===== config.mk =====
export PLATFORM = sky130hd
export DESIGN_NAME = pwm_audio_dac_flat
export DESIGN_NICKNAME = d
export VERILOG_FILES = /design/src/rtl/pwm_audio_dac_if.sv /design/src/rtl/pwm_audio_dac.sv /design/src/flat_wrapper.sv
export SDC_FILE = /design/constraint.sdc
export NUM_CORES = 1
export LEC_CHECK = 0
export ABC_AREA = 1
export CORE_MARGIN = 3
export CORE_UTILIZATION = 30
export DETAILED_ROUTE_END_ITERATION = 12
export SLEW_MARGIN = 20
export SYNTH_ARGS = -nofsm -noshare
export SYNTH_HDL_FRONTEND = slang
export SYNTH_SLANG_ARGS = --single-unit

===== constraint.sdc =====
create_clock -name clk -period 2.1 [get_ports clk]
set_input_delay 0.63 -clock clk [delete_from_list [all_inputs] [get_ports clk]]
set_output_delay 0.63 -clock clk [all_outputs]
set_load 0.1 [all_outputs]

===== src/rtl/pwm_audio_dac_if.sv =====
// Sample handshake between the mixer (master) and the PWM DAC sink (slave).
interface pwm_audio_dac_if #(
    parameter int unsigned WIDTH = 8
);
    logic [WIDTH-1:0] sample_in;
    logic             sample_valid;
    logic             sample_ready;

    modport master (output sample_in, output sample_valid, input sample_ready);
    modport slave  (input sample_in, input sample_valid, output sample_ready);
endinterface


===== src/rtl/pwm_audio_dac.sv =====
// 1-bit PWM audio sink with a one-entry sample buffer; duty updates only at period boundaries.
// Optional macro PWM_UNDERRUN_COUNT_EN adds a saturating 8-bit underrun_count output.
module pwm_audio_dac #(
    parameter int unsigned WIDTH = 8,
    parameter int unsigned DIV   = 1
) (
    input  logic                  clk,
    input  logic                  rst_n,
    input  logic                  enable,
    pwm_audio_dac_if.slave        smp,
    output logic                  pwm_out,
    output logic                  period_start,
    output logic                  underrun
`ifdef PWM_UNDERRUN_COUNT_EN
    ,
    output logic [7:0]            underrun_count
`endif
);

    localparam int unsigned     PW        = (DIV > 1) ? $clog2(DIV) : 1;
    localparam logic [PW-1:0]   PRESC_MAX = PW'(DIV - 1);
    localparam logic [WIDTH-1:0] CNT_MAX  = '1;

    logic [PW-1:0]    presc_cnt;
    logic [WIDTH-1:0] pwm_cnt;
    logic [WIDTH-1:0] duty;
    logic [WIDTH-1:0] hold_reg;
    logic             hold_full;

    logic tick_c;
    logic boundary_c;
    logic accept_c;

    always_comb begin
        tick_c     = enable && (presc_cnt == PRESC_MAX);
        boundary_c = tick_c && (pwm_cnt == CNT_MAX);
        accept_c   = smp.sample_valid && !hold_full;
    end

    assign smp.sample_ready = ~hold_full;

    // Prescaler and PWM counter; both held at zero while disabled
    always_ff @(posedge clk or negedge rst_n) begin
        if (!rst_n) begin
            presc_cnt <= '0;
            pwm_cnt   <= '0;
        end else if (!enable) begin
            presc_cnt <= '0;
            pwm_cnt   <= '0;
        end else begin
            presc_cnt <= tick_c ? '0 : presc_cnt + PW'(1);
            if (tick_c) begin
                pwm_cnt <= pwm_cnt + WIDTH'(1);
            end
        end
    end

    // Accept and boundary-load are mutually exclusive: accept needs an empty buffer, load a full one
    always_ff @(posedge clk or negedge rst_n) begin
        if (!rst_n) begin
            hold_reg  <= '0;
            hold_full <= 1'b0;
            duty      <= '0;
        end else if (accept_c) begin
            hold_reg  <= smp.sample_in;
            hold_full <= 1'b1;
        end else if (boundary_c && hold_full) begin
            duty      <= hold_reg;
            hold_full <= 1'b0;
        end
    end

    always_ff @(posedge clk or negedge rst_n) begin
        if (!rst_n) begin
            pwm_out      <= 1'b0;
            period_start <= 1'b0;
            underrun     <= 1'b0;
        end else begin
            pwm_out      <= enable && (pwm_cnt < duty);
            period_start <= boundary_c;
            underrun     <= boundary_c && !hold_full;
        end
    end

`ifdef PWM_UNDERRUN_COUNT_EN
    always_ff @(posedge clk or negedge rst_n) begin
        if (!rst_n) begin
            underrun_count <= '0;
        end else if (boundary_c && !hold_full && (underrun_count != 8'hFF)) begin
            underrun_count <= underrun_count + 8'd1;
        end
    end
`endif

endmodule

===== src/flat_wrapper.sv =====
// flat-port wrapper written by rule: the top's interface ports become plain ports
module pwm_audio_dac_flat 
#(
    parameter int unsigned WIDTH = 8,
    parameter int unsigned DIV   = 1
)
  (clk, rst_n, enable, pwm_out, period_start, underrun, smp_sample_in, smp_sample_valid, smp_sample_ready);
  pwm_audio_dac_if #(.WIDTH(WIDTH)) smp_i ();
  input  logic clk;
  input  logic rst_n;
  input  logic enable;
  output logic pwm_out;
  output logic period_start;
  output logic underrun;
  input wire logic [$bits(smp_i.sample_in)-1:0] smp_sample_in;
  input wire logic [$bits(smp_i.sample_valid)-1:0] smp_sample_valid;
  output wire logic [$bits(smp_i.sample_ready)-1:0] smp_sample_ready;
  assign smp_i.sample_in = smp_sample_in;
  assign smp_i.sample_valid = smp_sample_valid;
  assign smp_sample_ready = smp_i.sample_ready;
  pwm_audio_dac #(.WIDTH(WIDTH), .DIV(DIV)) u_core (.clk(clk), .rst_n(rst_n), .enable(enable), .smp(smp_i), .pwm_out(pwm_out), .period_start(period_start), .underrun(underrun));
endmodule

==> results by group <==
Pwr
  – Sequential power share: 46.2%
  – Peak supply drop: 0.2750 mV
  – Power per cell area: between 700 and 800 nW/um^2
  – Clock share of power: between 40% and 50%
  – Switching Share: 21.05%
  – Combinational Power Share: 7.2%
  – Leak: between 0.8 and 0.9 nW
  – Sw power: 0.2676 mW
  – Pint: 1.004 mW
  – Total chip power: 1.272 mW

Floorplan
  – Die width: 74.59 um
  – Die area: between 5000 and 6000 um^2
  – Num rows: 24
  – Core Region: 4444 um^2
  – Starting density of the core: 31.76%
  – I/O pins: 16
  – Die extent in y: 74.59 um

Synthesis
  – Post-synth cell types: 20
  – Syn_nets: around 170
  – Synthesis Warnings: 0
  – Post-synthesis cell area: 1411 um^2
  – Synth Area per Inst: 9.165 um^2
  – Syn Inst Count: 154
  – Register bit total from synthesis: 29
  – Register area share after synthesis: 51.42%

Drt
  – DR vias: 971
  – Initial DRC Count: 54
  – Final ANT Viol Nets: 0
  – Vias per std cell: 4.240
  – Routed len/inst: 10.37 um
  – # DRC: 0
  – Pre-antenna DRT Iters: 4
  – Routed WL: 2374 um

Clock tree
  – Worst-path clk slew: 60 ps
  – CTS tree: done
  – CTS sink cnt: 29
  – Hold buffer count at cts: 0
  – Num CTS Buffers: 5
  – H-tree levels: 2
  – Post-CTS setup buffers: 0
  – Worst-skew pair later-pin latency: 280 ps
  – Longest Clk Path Bufs: 2
  – Clk root buf: clkbuf_8
  – Post_cts resized: 0

STA
  – Unrepaired setup endpoints after global routing: no
  – Final hold vios: 0
  – Final Max Tran Viols: 0
  – Tcrit/Tclk final: 80.76%
  – Tmin final: 1696 ps
  – Worst Clk Skew: 6.166 ps
  – Fmax: roughly 590 MHz
  – Setup TNS: 0 ps
  – Hold WS: 481.1 ps
  – Final Setup Violations: 0

Placement
  – Final GP Congestion: ~0.67
  – PortBufs: 15
  – DP HPWL: 1673 um

Cells and area
  – Commonest non-fill, non-tap cells in the layout: dfrtp_1, inv_1, nand2_1, nor2_1, a21oi_1
  – Layout cell share with drive strength beyond 1: ~17%
  – Area delta synth->final: 26.06%
  – Commonest non-fill, non-tap cell in the layout: dfrtp_1
  – Antenna Cells: 0
  – Nets: between 150 and 200
  – Fin util: 40.03%
  – FILL cells: 470

Global routing
  – Met3 Use GR: roughly 4.3%
  – Tot GR Track Use: under 10%
  – Vias in the first global route: 882
  – M2 GR Usage: between 10% and 20%
  – First-pass GRT wire length: 3926 um
  – Largest net degree at the start of global routing: 30
  – Initial antenna violation count: 0
  – GR peak layer: met2
  – Grt total ovfl: 0
  – Met1 Use GR: 12.15%

Run
  – Max Cap Viol: 0

Run status
  – Status: finished clean

Critical path
  – Critical path type: reg2out
  – CP required: 1470 ps
  – Crit path cell chain: inv_1 -> buf_12
  – WP data arrival: 1070 ps
  – R2R depth: 6
  – CP max FO: 4
  – Worst path slowest cell: dfrtp_1
  – Slowest stage delay, CP: about 440 ps
  – Worst setup SP type: register
  – Crit. End Element: output pin

Hold path
  – HP Class: reg2reg
  – WHS Path Cells: 2
## layout make-up
type,count,area [um^2],share of cell area (%)
clock buffers,7,86.33,4.852
clock inverters,1,30.03,1.688
inverters,29,108.9,6.118
multi-input cells,94,558.0,31.36
flip-flops and latches,29,725.7,40.79
well taps,52,65.06,3.657
repair buffers,17,205.2,11.53
## layer usage
layer | vias to the layer above | share of wire [%]
met1 | 419 | 50
met5 | - | 0
li1 | 529 | -
met3 | 4 | 5.5
met2 | 19 | 43
met4 | 0 | 1.2
## cells in the mapped netlist (all sizes together)
| cell type | n | share of area (%) |
|---|---|---|
| dfrtp | 29 | 51 |
| inv | 29 | 7.7 |
| nand2 | 25 | 7.4 |
| nor2 | 20 | 6.4 |
| a21oi | 15 | 5.3 |
| o21ai | 14 | 7.1 |
| ha | 8 | 7.1 |
| nand3 | 5 | 3.5 |
| nor3 | 3 | 1.1 |
| buf | 2 | 1.3 |
| nand4 | 2 | 0.89 |
| conb | 1 | 0.27 |
| o21a | 1 | 0.53 |
## stage by stage
stage / setup WS (ps) / std cells / instance area (um^2)
floorplan: 413.2 / 154 / 1411
global placement: 216.2 / 221 / 1663
detailed placement: 198.2 / 221 / 1663
CTS: 392.4 / 229 / 1779
global route: 374.9 / 229 / 1779
finish: 404.0 / 229 / 1779
## worst paths after layout
check                           slack [ps]                          start                              to
worst max-delay path                   400   u_core.hold_full$_DFFE_PN0P_                smp_sample_ready
worst min-delay path                   480     u_core.duty[4]$_DFFE_PN0P_      u_core.duty[4]$_DFFE_PN0P_
worst max register to register         690  u_core.pwm_cnt[1]$_DFFE_PN0P_      u_core.duty[1]$_DFFE_PN0P_
worst min register to register         480     u_core.duty[4]$_DFFE_PN0P_      u_core.duty[4]$_DFFE_PN0P_
max in group asynchronous             1080                          rst_n  u_core.hold_reg[5]$_DFFE_PN0P_
min in group asynchronous              740                          rst_n   u_core.pwm_cnt[1]$_DFFE_PN0P_
## critical path: cells and delay by family (launching register included)
family / cells / cell delay [ps]
DFF: 1 / 440
buffers and inverters: 2 / 340
## power by group through the flow
stage	registers, mW	logic, mW	clock network (mW)
after floorplan	0.604	0.0350	0
after global placement	0.597	0.0917	0
after detailed placement	0.598	0.0931	0
after CTS	0.587	0.0940	0.607
after global routing	0.588	0.104	0.628
final	0.587	0.0911	0.593
## logic make-up after synthesis
family                     share of synthesized area (%)
AOI/OAI and AO/OA                                  12.94
other                                             0.2657
DFF                                                51.42
and+or+nand+nor                                    19.24
adders and majority gates                          7.092
buffers and inverters                              9.042
Note: power is estimated with default switching activity, not from simulation.
